`config.mk`:
```
export PLATFORM = sky130hd
export DESIGN_NAME = opendap_swd_host_serial
export DESIGN_NICKNAME = d
export VERILOG_FILES = /design/src/rtl/opendap_swd_host_serial_pkg.sv /design/src/rtl/opendap_swd_host_clkgen.sv /design/src/rtl/opendap_swd_host_serial.sv
export SDC_FILE = /design/constraint.sdc
export NUM_CORES = 1
export LEC_CHECK = 0
export CAP_MARGIN = 10
export CORE_ASPECT_RATIO = 0.5
export CORE_MARGIN = 3
export CORE_UTILIZATION = 35
export DETAILED_ROUTE_END_ITERATION = 8
export GPL_TIMING_DRIVEN = 0
export PLACE_DENSITY = 0.56
export SLEW_MARGIN = 5
export SYNTH_ARGS = -nofsm -noshare
export SYNTH_HDL_FRONTEND = slang
export SYNTH_HIERARCHICAL = 1
export SYNTH_SLANG_ARGS = --single-unit
```
`constraint.sdc`:
```
create_clock -name clk -period 8.8 [get_ports clk]
set_input_delay 1.76 -clock clk [delete_from_list [all_inputs] [get_ports clk]]
set_output_delay 1.76 -clock clk [all_outputs]
set_load 0.02 [all_outputs]
```
`src/rtl/opendap_swd_host_serial_pkg.sv`:
```
// Shared definitions for the SWD host serialiser: ACK codes, command opcodes,
// phase lengths, FSM states and the request-header builder.
package opendap_swd_host_serial_pkg;

    localparam logic [2:0] ACK_OK    = 3'b001;
    localparam logic [2:0] ACK_WAIT  = 3'b010;
    localparam logic [2:0] ACK_FAULT = 3'b100;

    typedef enum logic [1:0] {
        OP_XFER       = 2'd0,
        OP_LINE_RESET = 2'd1,
        OP_TARGETSEL  = 2'd2,
        OP_NOP        = 2'd3
    } swd_op_e;

    localparam logic [5:0] HEADER_LEN   = 6'd8;
    localparam logic [5:0] ACK_LEN      = 6'd3;
    localparam logic [5:0] DATA_LEN     = 6'd33;
    localparam logic [5:0] TSEL_GAP_LEN = 6'd5;
    localparam logic [5:0] LRESET_ONES  = 6'd50;
    localparam logic [5:0] LRESET_ZEROS = 6'd2;
    localparam logic [5:0] LRESET_LEN   = LRESET_ONES + LRESET_ZEROS;

    typedef enum logic [3:0] {
        S_IDLE,
        S_HEADER,
        S_TURN1,
        S_ACK,
        S_TSEL_GAP,
        S_RDATA,
        S_TURN2,
        S_WDATA,
        S_TAIL,
        S_LRESET
    } swd_state_e;

    // Header byte as sent LSB first: start, APnDP, RnW, A2, A3, parity, stop, park.
    function automatic logic [7:0] swd_header(input logic ap_ndp, input logic r_nw,
                                              input logic [1:0] addr);
        return {1'b1, 1'b0, ap_ndp ^ r_nw ^ addr[0] ^ addr[1], addr[1], addr[0],
                r_nw, ap_ndp, 1'b1};
    endfunction

endpackage

```
`src/rtl/opendap_swd_host_clkgen.sv`:
```
// SWCLK divider: toggles swclk every CLK_DIV clk cycles while enabled and
// flags the clk cycle on which each rising or falling edge is produced.
module opendap_swd_host_clkgen #(
    parameter int CLK_DIV = 2
) (
    input  logic clk,
    input  logic rst,
    input  logic en,
    output logic swclk,
    output logic rise,
    output logic fall
);

    localparam int CW = (CLK_DIV > 1) ? $clog2(CLK_DIV) : 1;

    logic [CW-1:0] cnt;
    logic          wrap;

    assign wrap = (cnt == CW'(CLK_DIV - 1));
    assign rise = en && wrap && !swclk;
    assign fall = en && wrap && swclk;

    // Disabling parks the clock low with the divider cleared, so the first
    // half-period after enable is always a full low phase.
    always_ff @(posedge clk) begin
        if (rst || !en) begin
            cnt   <= '0;
            swclk <= 1'b0;
        end else if (wrap) begin
            cnt   <= '0;
            swclk <= ~swclk;
        end else begin
            cnt <= cnt + CW'(1);
        end
    end

endmodule

```
`src/rtl/opendap_swd_host_serial.sv`:
```
// SWD host serialiser: turns parallel commands into SWD line traffic and
// returns one response per command. Optional WAIT auto-retry is built when
// OPENDAP_SWD_HOST_AUTO_RETRY_EN is defined.
module opendap_swd_host_serial
    import opendap_swd_host_serial_pkg::*;
#(
    parameter int CLK_DIV     = 2,
    parameter int IDLE_CYCLES = 2,
    parameter int MAX_RETRY   = 8
) (
    input  logic        clk,
    input  logic        rst,
    output logic        swclk,
    output logic        swdo,
    output logic        swdo_en,
    input  logic        swdi,
    input  logic        cmd_valid,
    output logic        cmd_ready,
    input  logic [1:0]  cmd_op,
    input  logic        cmd_ap_ndp,
    input  logic        cmd_r_nw,
    input  logic [1:0]  cmd_addr,
    input  logic [31:0] cmd_wdata,
    output logic        rsp_valid,
    output logic [2:0]  rsp_ack,
    output logic [31:0] rsp_rdata,
    output logic        rsp_parity_err,
    output logic        busy
);

    localparam logic [5:0] TAIL_LEN = 6'(IDLE_CYCLES);

    if (CLK_DIV < 1 || IDLE_CYCLES < 0 || IDLE_CYCLES > 63 || MAX_RETRY < 0) begin : g_param_check
        $error("opendap_swd_host_serial: parameter out of range");
    end

    swd_state_e  state_q, state_d, enter_st;
    swd_op_e     op_q, op_d;
    logic        enter;
    logic [5:0]  cnt_q, cnt_d;
    logic [32:0] sh_q, sh_d;
    logic [32:0] rsh_q, rsh_d;
    logic [7:0]  hdr_q, hdr_d;
    logic [31:0] wdata_q, wdata_d;
    logic        rnw_q, rnw_d;
    logic [2:0]  ack_q, ack_d;
    logic        swdo_d, swdo_en_d;
    logic        rsp_valid_d, rsp_perr_d;
    logic [2:0]  rsp_ack_d;
    logic [31:0] rsp_rdata_d;
    logic        rd_ok;
    logic        rise, fall;

`ifdef OPENDAP_SWD_HOST_AUTO_RETRY_EN
    localparam int RW = (MAX_RETRY > 0) ? $clog2(MAX_RETRY + 1) : 1;
    logic [RW-1:0] retry_q, retry_d;
`endif

    opendap_swd_host_clkgen #(.CLK_DIV(CLK_DIV)) u_clkgen (
        .clk  (clk),
        .rst  (rst),
        .en   (state_q != S_IDLE),
        .swclk(swclk),
        .rise (rise),
        .fall (fall)
    );

    assign cmd_ready = (state_q == S_IDLE);
    assign busy      = (state_q != S_IDLE);
    assign rd_ok     = (op_q == OP_XFER) && rnw_q && (ack_q == ACK_OK);

    always_comb begin
        state_d     = state_q;
        op_d        = op_q;
        cnt_d       = cnt_q;
        sh_d        = sh_q;
        rsh_d       = rsh_q;
        hdr_d       = hdr_q;
        wdata_d     = wdata_q;
        rnw_d       = rnw_q;
        ack_d       = ack_q;
        swdo_d      = swdo;
        swdo_en_d   = swdo_en;
        rsp_valid_d = 1'b0;
        rsp_ack_d   = rsp_ack;
        rsp_rdata_d = rsp_rdata;
        rsp_perr_d  = rsp_parity_err;
        enter       = 1'b0;
        enter_st    = S_IDLE;
`ifdef OPENDAP_SWD_HOST_AUTO_RETRY_EN
        retry_d     = retry_q;
`endif

        if (rise) begin
            if (state_q == S_ACK)   ack_d = {swdi, ack_q[2:1]};
            if (state_q == S_RDATA) rsh_d = {swdi, rsh_q[32:1]};
        end

        case (state_q)
            S_IDLE: begin
                if (cmd_valid) begin
                    op_d    = swd_op_e'(cmd_op);
                    wdata_d = cmd_wdata;
                    rnw_d   = cmd_r_nw;
`ifdef OPENDAP_SWD_HOST_AUTO_RETRY_EN
                    retry_d = '0;
`endif
                    case (op_d)
                        OP_XFER: begin
                            hdr_d    = swd_header(cmd_ap_ndp, cmd_r_nw, cmd_addr);
                            enter    = 1'b1;
                            enter_st = S_HEADER;
                        end
                        OP_TARGETSEL: begin
                            rnw_d    = 1'b0;
                            hdr_d    = swd_header(cmd_ap_ndp, 1'b0, 2'b11);
                            enter    = 1'b1;
                            enter_st = S_HEADER;
                        end
                        OP_LINE_RESET: begin
                            enter    = 1'b1;
                            enter_st = S_LRESET;
                        end
                        default: begin
                            rsp_valid_d = 1'b1;
                            rsp_ack_d   = 3'b000;
                            rsp_perr_d  = 1'b0;
                        end
                    endcase
                end
            end
            default: begin
                if (fall) begin
                    if (cnt_q != 6'd1) begin
                        cnt_d = cnt_q - 6'd1;
                        sh_d  = sh_q >> 1;
                        if (state_q == S_HEADER || state_q == S_WDATA) swdo_d = sh_q[1];
                        else if (state_q == S_LRESET) swdo_d = (cnt_q - 6'd1) > LRESET_ZEROS;
                    end else begin
                        enter = 1'b1;
                        case (state_q)
                            S_HEADER:   enter_st = (op_q == OP_TARGETSEL) ? S_TSEL_GAP : S_TURN1;
                            S_TURN1:    enter_st = S_ACK;
                            S_ACK:      enter_st = (ack_q == ACK_OK && rnw_q) ? S_RDATA : S_TURN2;
                            S_TSEL_GAP: enter_st = S_WDATA;
                            S_RDATA:    enter_st = S_TURN2;
                            S_TURN2:    enter_st = (ack_q == ACK_OK && !rnw_q) ? S_WDATA : S_TAIL;
                            S_WDATA:    enter_st = S_TAIL;
                            default:    enter_st = S_IDLE;
                        endcase
                    end
                end
            end
        endcase

        if (enter && enter_st == S_TAIL && TAIL_LEN == 6'd0) enter_st = S_IDLE;

`ifdef OPENDAP_SWD_HOST_AUTO_RETRY_EN
        // A WAIT reissues the stored header instead of completing the command.
        if (enter && enter_st == S_IDLE && op_q == OP_XFER && ack_q == ACK_WAIT
            && retry_q < RW'(MAX_RETRY)) begin
            retry_d  = retry_q + RW'(1);
            enter_st = S_HEADER;
        end
`endif

        if (enter) begin
            state_d = enter_st;
            case (enter_st)
                S_HEADER: begin
                    cnt_d     = HEADER_LEN;
                    sh_d      = {25'd0, hdr_d};
                    swdo_d    = hdr_d[0];
                    swdo_en_d = 1'b1;
                end
                S_TURN1, S_TURN2: begin
                    cnt_d     = 6'd1;
                    swdo_d    = 1'b0;
                    swdo_en_d = 1'b0;
                end
                S_ACK: begin
                    cnt_d     = ACK_LEN;
                    swdo_en_d = 1'b0;
                end
                S_TSEL_GAP: begin
                    cnt_d     = TSEL_GAP_LEN;
                    swdo_d    = 1'b0;
                    swdo_en_d = 1'b0;
                end
                S_RDATA: begin
                    cnt_d     = DATA_LEN;
                    swdo_en_d = 1'b0;
                end
                S_WDATA: begin
                    cnt_d     = DATA_LEN;
                    sh_d      = {^wdata_q, wdata_q};
                    swdo_d    = wdata_q[0];
                    swdo_en_d = 1'b1;
                end
                S_TAIL: begin
                    cnt_d     = TAIL_LEN;
                    swdo_d    = 1'b0;
                    swdo_en_d = 1'b1;
                end
                S_LRESET: begin
                    cnt_d     = LRESET_LEN;
                    swdo_d    = 1'b1;
                    swdo_en_d = 1'b1;
                end
                default: begin
                    swdo_d      = 1'b0;
                    swdo_en_d   = 1'b1;
                    rsp_valid_d = 1'b1;
                    rsp_ack_d   = (op_q == OP_XFER) ? ack_q : 3'b000;
                    rsp_perr_d  = rd_ok && ((^rsh_q[31:0]) != rsh_q[32]);
                    if (rd_ok) rsp_rdata_d = rsh_q[31:0];
                end
            endcase
        end
    end

    always_ff @(posedge clk) begin
        if (rst) begin
            state_q        <= S_IDLE;
            op_q           <= OP_XFER;
            cnt_q          <= '0;
            sh_q           <= '0;
            rsh_q          <= '0;
            hdr_q          <= '0;
            wdata_q        <= '0;
            rnw_q          <= 1'b0;
            ack_q          <= '0;
            swdo           <= 1'b0;
            swdo_en        <= 1'b0;
            rsp_valid      <= 1'b0;
            rsp_ack        <= '0;
            rsp_rdata      <= '0;
            rsp_parity_err <= 1'b0;
`ifdef OPENDAP_SWD_HOST_AUTO_RETRY_EN
            retry_q        <= '0;
`endif
        end else begin
            state_q        <= state_d;
            op_q           <= op_d;
            cnt_q          <= cnt_d;
            sh_q           <= sh_d;
            rsh_q          <= rsh_d;
            hdr_q          <= hdr_d;
            wdata_q        <= wdata_d;
            rnw_q          <= rnw_d;
            ack_q          <= ack_d;
            swdo           <= swdo_d;
            swdo_en        <= swdo_en_d;
            rsp_valid      <= rsp_valid_d;
            rsp_ack        <= rsp_ack_d;
            rsp_rdata      <= rsp_rdata_d;
            rsp_parity_err <= rsp_perr_d;
`ifdef OPENDAP_SWD_HOST_AUTO_RETRY_EN
            retry_q        <= retry_d;
`endif
        end
    end

endmodule

```
# Word-level counts from Yosys, hierarchy flattened
# Cells that the tools add are included.
# op_classes
n_reduce_logical	31
n_div	0
mul	0
muxes	52
eq_ne	23
order_cmp	1
n_bitwise	5
shift	0
addsub	2
# op_table
op	count
33-bit 2-to-1 mux	4
33-bit case mux with 2 select lines	1
32-bit parity	2
6-bit case mux with 7 select lines	1
4-bit by 3-bit equality test with 1-bit output (second input constant)	8
4-bit case mux with 7 select lines	1
6-bit 2-to-1 mux	4
1-bit 2-to-1 mux	23
3-bit 2-to-1 mux	7
4-bit 2-to-1 mux	5
4-bit by 2-bit equality test with 1-bit output (second input constant)	4
8-bit 2-to-1 mux	2
8-bit case mux with 2 select lines	1
4-bit equality test (second input constant)	3
2-bit OR reduction	5
9-bit OR reduction	1
4-bit by 1-bit equality test with 1-bit output (second input constant)	2
1-bit logical AND	8
4-bit case mux with 2 select lines	1
6-bit by 2-bit > comparator with 1-bit output (second input constant)	1
6-bit by 1-bit != test with 1-bit output (second input constant)	1
2-bit AND reduction	3
6-bit by 1-bit subtractor with 6-bit output (second input constant)	1
5-bit OR reduction	1
16 further kinds	24
# totals
rom_bits	0
latchBits	0
input_bits	42
ff_bits	163
mem_count	0
wordCells	131
mem_bits_rw	0
out_inout_bits	42

# Longest topological paths before layout
# depth
word_depth	11
ltp_mapped	12
mapped_depth_nobuf	9

# Cells and area by module
# Netlist, hierarchy kept.
# by_module_without_submodules
mod	instances	area_per_inst_um2	cells_per_inst
opendap_swd_host_serial	1	7023.0	833
opendap_swd_host_clkgen	1	77.6	9

# Worst setup path before layout
# Ideal clock, no wire load.
# synth_path
kind	input port to flip-flop
start	in cmd_op[1]
end	reg rsp_rdata[10]
n_path_buf	1
setup_slack_ns	5.460
stages	7
t_arrival_ns	3.212
setup_ns	0.128
cell_sequence	nand4b_1 -> o21ai_2 -> or2_1 -> nor4_4 -> buf_6 -> mux2i_1 -> nor2_1
# synth_via
elab_chain_len	9
word_cells_on_any_way	23
cone_classes	11 x eq/ne; 6 x mux; 1 x bitwise; 5 x reduce/logical
# synth_lines
item	line	source
start: declaration	opendap_swd_host_serial.sv:19	input logic [1:0] cmd_op,
2-bit equality test / 2-bit logical NOT (equally long branches)	opendap_swd_host_serial.sv:108	case (op_d)
2-bit OR reduction (no source line)	n/a	
4-bit case mux with 2 select lines	opendap_swd_host_serial.sv:108	
4-bit 2-to-1 mux	opendap_swd_host_serial.sv:101	if (cmd_valid) begin
4-bit 2-to-1 mux	opendap_swd_host_serial.sv:99	case (state_q)
4-bit equality test, or another cell as far along	opendap_swd_host_serial.sv:169	case (enter_st)
9-bit OR reduction (no source line)	n/a	
1-bit inverter (no source line)	n/a	
3-bit AND reduction (no source line) *	n/a	
end signal: assignment	opendap_swd_host_serial.sv:256	rsp_rdata <= rsp_rdata_d;
end: declaration	opendap_swd_host_serial.sv:26	output logic [31:0] rsp_rdata,
# Mark *: on every way between the ends. The rest lies on a longest branch, timed or not.
# A chain may end at the register's enable or synchronous reset.

# Worst setup path after layout
# layout_path
start	reg state_q[3]
end	out cmd_ready
# layout_via
elab_chain_len	1
# layout_lines
item	line	source
start: declaration	opendap_swd_host_serial.sv:37	swd_state_e state_q, state_d, enter_st;
start signal: assignment	opendap_swd_host_serial.sv:243	state_q <= state_d;
4-bit logical NOT	opendap_swd_host_serial.sv:68	assign cmd_ready = (state_q == S_IDLE);
end: declaration	opendap_swd_host_serial.sv:18	output logic cmd_ready,
# Every way passes these cells.

==> metrics.md <==
| Metric | Value |
|---|---|
| Achievable clock frequency | 0.254 GHz |
| Initial antenna violation count | 0 |
| Slew of the pin with the lowest slew margin | 0.818 ns |
| Crit-path max FO | 10 |
| Design area | 8830 um^2 |
| Synthesized area | 7100 um^2 |
| Die Width | 207 um |
| Total gr overflow | 0 |
| Clk buf depth | 2 |
| Placer Congestion | 0.877 |
| Max Slew Vio Count | 0 |
| Mux cell area share after synthesis | 8.74% |
| Num CTS Buffers | 17 |
| Lkg Pwr | 3.21 nW |
| Hold path start | u_clkgen/cnt |
| Number of global-route vias before repair | 5,744 |
| Worst vdd ir | 0.114 mV |
| Vias per std cell | 4.93 |
| P&R area growth vs syn | 24.3% |
| CP required | 7.04 ns |
| Post-synthesis net count | 887 |
| DRC | 0 |
| Adder-cell share of the synthesized area | 0.529% |
| Hold_buf cts | 0 |
| Number of setup buffers added after CTS | 0 |
| Synth Area in XOR/XNOR | 8.63% |
| Routed wire per std cell | 15.3 um |
| CTS resizes | 0 |
| First-pass GRT wire length | 30.2 mm |
| Synth top area share | 43.4% |
| Most common cell after layout, fill and taps aside | nand2_1 |
| Overall routing resource usage | 17.1% |
| Boundary pin count | 84 |
| Inst Count DP | 1,191 |
| Sequential fraction of the synthesis area | 43.4% |
| Cell variety after synth | 59 |
| Reg2Reg Depth | 10 |
| CP Launch Type | flip-flop |
| Die height | 107 um |
| Hold Path Class | reg2reg |
| Final wirelength | 18.7 mm |
| Synth Area in Simple Gates | 21.0% |
| Worst-path clk slew | 0.06 ns |
| Hold Path End | u_clkgen/cnt |
| Setup CP Type | reg2out |
| DRT Pass-1 Iters | 5 |
| PortBufs | 83 |
| Ys Warns | 6 |
| Placed cell area | 8260 um^2 |
| Worst r2r src | state_q[3] |
| Via count | 6,019 |
| Die footprint | 22,100 um^2 |
| Final net count | 989 |
| Num rows | 36 |
| Setup TNS | 0 ns |
| Syn avg cell area | 8.43 um^2 |
| Clock Latency Late Sink | 0.43 ns |
| PD cells | 184 nW/um^2 |
| Synth Area in Compound Gates | 13.0% |
| Post-route insts no fill | 1,222 |
| Largest family of logic cells by synthesized area | simple AND/OR/NAND/NOR gates |
| Fin. Hold Viols | 0 |
| H-tree levels | 4 |
| Most frequent cells in the layout | 168 x nand2_1, 154 x dfxtp_1, 110 x a21oi_1 |
| RSZ-0062 raised after global routing | false |
| R2r setup slk | 5.57 ns |
| Final setup skew | 0.0150 ns |
| CTS tree | yes |
| Starting Density | 36.1% |
| RR Endpoint | rsp_rdata[6] |
| Critical Path AT | 2.18 ns |
| CP startpoint | state_q[3] |
| Layout cells sized above 1 | 7.32% |
| Final Critical Period | 3.94 ns |
| # setup viols final | 0 |
| Outcome | finished, final reports clean |
| Yosys reg bits | 154 |
| 1st-iter DRT viols | 318 |
| Fraction of registers with async set/reset | 0% |
| Post-route ant nets | 0 |
| Post-Syn Instances | 842 |
| Clk root buf | clkbuf_16 |
| N_diodes | 0 |
| Core footprint | 19,700 um^2 |
| # Max-Cap Violations | 0 |
| Worst Setup End Kind | output pin |
| Num Clock Sinks | 154 |
| Synth area leaders | dfxtp_1 43%, nand2_1 8.9%, mux2i_1 8.7% |
| Hold Path Stages | 1 |
| Synth area leader | dfxtp_1 |
| Main flop type after synthesis | dfxtp_1 |
| Max-slew headroom | 45.1% |
| Period utilization | 44.7% |
| DP Wirelength | 13.4 mm |
| Largest net degree at the start of global routing | 17 |
| Post-synth EDFFs | 0 |
==> cell type report <==
cell class | instances | area [um^2]
plain buffers | 56 | 300
fillers | 1988 | 10900
multi-input cells | 625 | 3690
clock buffers | 21 | 470
flip-flops and latches | 154 | 3080
repair buffers | 83 | 831
inverters | 7 | 31.3
well taps | 266 | 333
clock inverters | 10 | 93.8
==> critical path, cell delays in order (launching register included) <==
cell             delay (ns)
dfxtp_1                0.31
buf_6                  0.13
or4_4                  0.60
clkinv_4               0.10
clkdlybuf4s50_1        0.61
==> routing by layer <==
| layer | global-route usage, % | routed length (um) | up-vias |
|---|---|---|---|
| met5 | 0 | 0 | - |
| met2 | 26.9 | 8380 | 113 |
| li1 | - | - | 3046 |
| met4 | 4.40 | 128 | 0 |
| met3 | 4.09 | 676 | 9 |
| met1 | 23.6 | 9550 | 2851 |
==> where the power goes <==
part,internal [W],switching [W]
Sequential,0.000714,0.0000158
Combinational,0.0000808,0.0000993
Clock,0.000410,0.000301
==> cells in the mapped netlist (2+ instances only) <==
| cell type | number |
|---|---|
| nand2_1 | 168 |
| ha_1 | 3 |
| inv_1 | 6 |
| and3_1 | 2 |
| or4_1 | 2 |
| clkbuf_1 | 33 |
| mux2i_1 | 62 |
| a211oi_1 | 2 |
| xor2_1 | 11 |
| o21ai_0 | 9 |
| nor3_2 | 3 |
| xnor2_1 | 59 |
| nand3b_1 | 4 |
| a31oi_2 | 2 |
| a22o_1 | 3 |
| o21ai_1 | 2 |
| nor2_1 | 87 |
| a21oi_1 | 110 |
| a21o_1 | 3 |
| nand3_1 | 4 |
| a31oi_1 | 8 |
| nand2b_1 | 5 |
| and2_1 | 3 |
| dfxtp_1 | 154 |
| or2_1 | 2 |
| buf_6 | 8 |
| nor2b_1 | 3 |
| nor4_1 | 2 |
| o211ai_1 | 2 |
| a211o_1 | 5 |
| nor3_1 | 35 |
| buf_4 | 5 |
| buf_2 | 9 |
==> logic make-up after synthesis <==
group | Yosys count
AOI/OAI and AO/OA | 156
xor gates and xnor gates | 70
adders and majority gates | 3
buffers and inverters | 63
DFF | 154
muxes | 62
and+or+nand+nor | 334
==> worst max path at each step <==
stage                                to
final                         cmd_ready
after global routing      rsp_rdata[11]
after CTS                     cmd_ready
after detailed placement  rsp_rdata[10]
after global placement    rsp_rdata[19]
after floorplan           rsp_rdata[10]
==> stage by stage <==
step	worst slack (ns)	power [W]	hold WS [ns]	util [%]
6_report	4.86	0.00162	0.466	44.9
3_3_place_gp	4.42	0.000924	0.444	42.0
3_5_place_dp	4.45	0.000924	0.456	42.0
2_1_floorplan	5.46	0.000860	0.434	-
5_1_grt	4.69	0.00168	0.499	44.9
4_1_cts	4.83	0.00164	0.471	44.9
==> flip-flops by register name, summed over array words and instances, names as in the netlist, 2 cells and up <==
| signal | count |
|---|---|
| rsh_q | 33 |
| rsp_ack | 3 |
| wdata_q | 32 |
| sh_q | 32 |
| rsp_rdata | 32 |
| ack_q | 3 |
| state_q | 4 |
| cnt_q | 6 |
| op_q | 2 |
(Power assumes the default switching activity.)
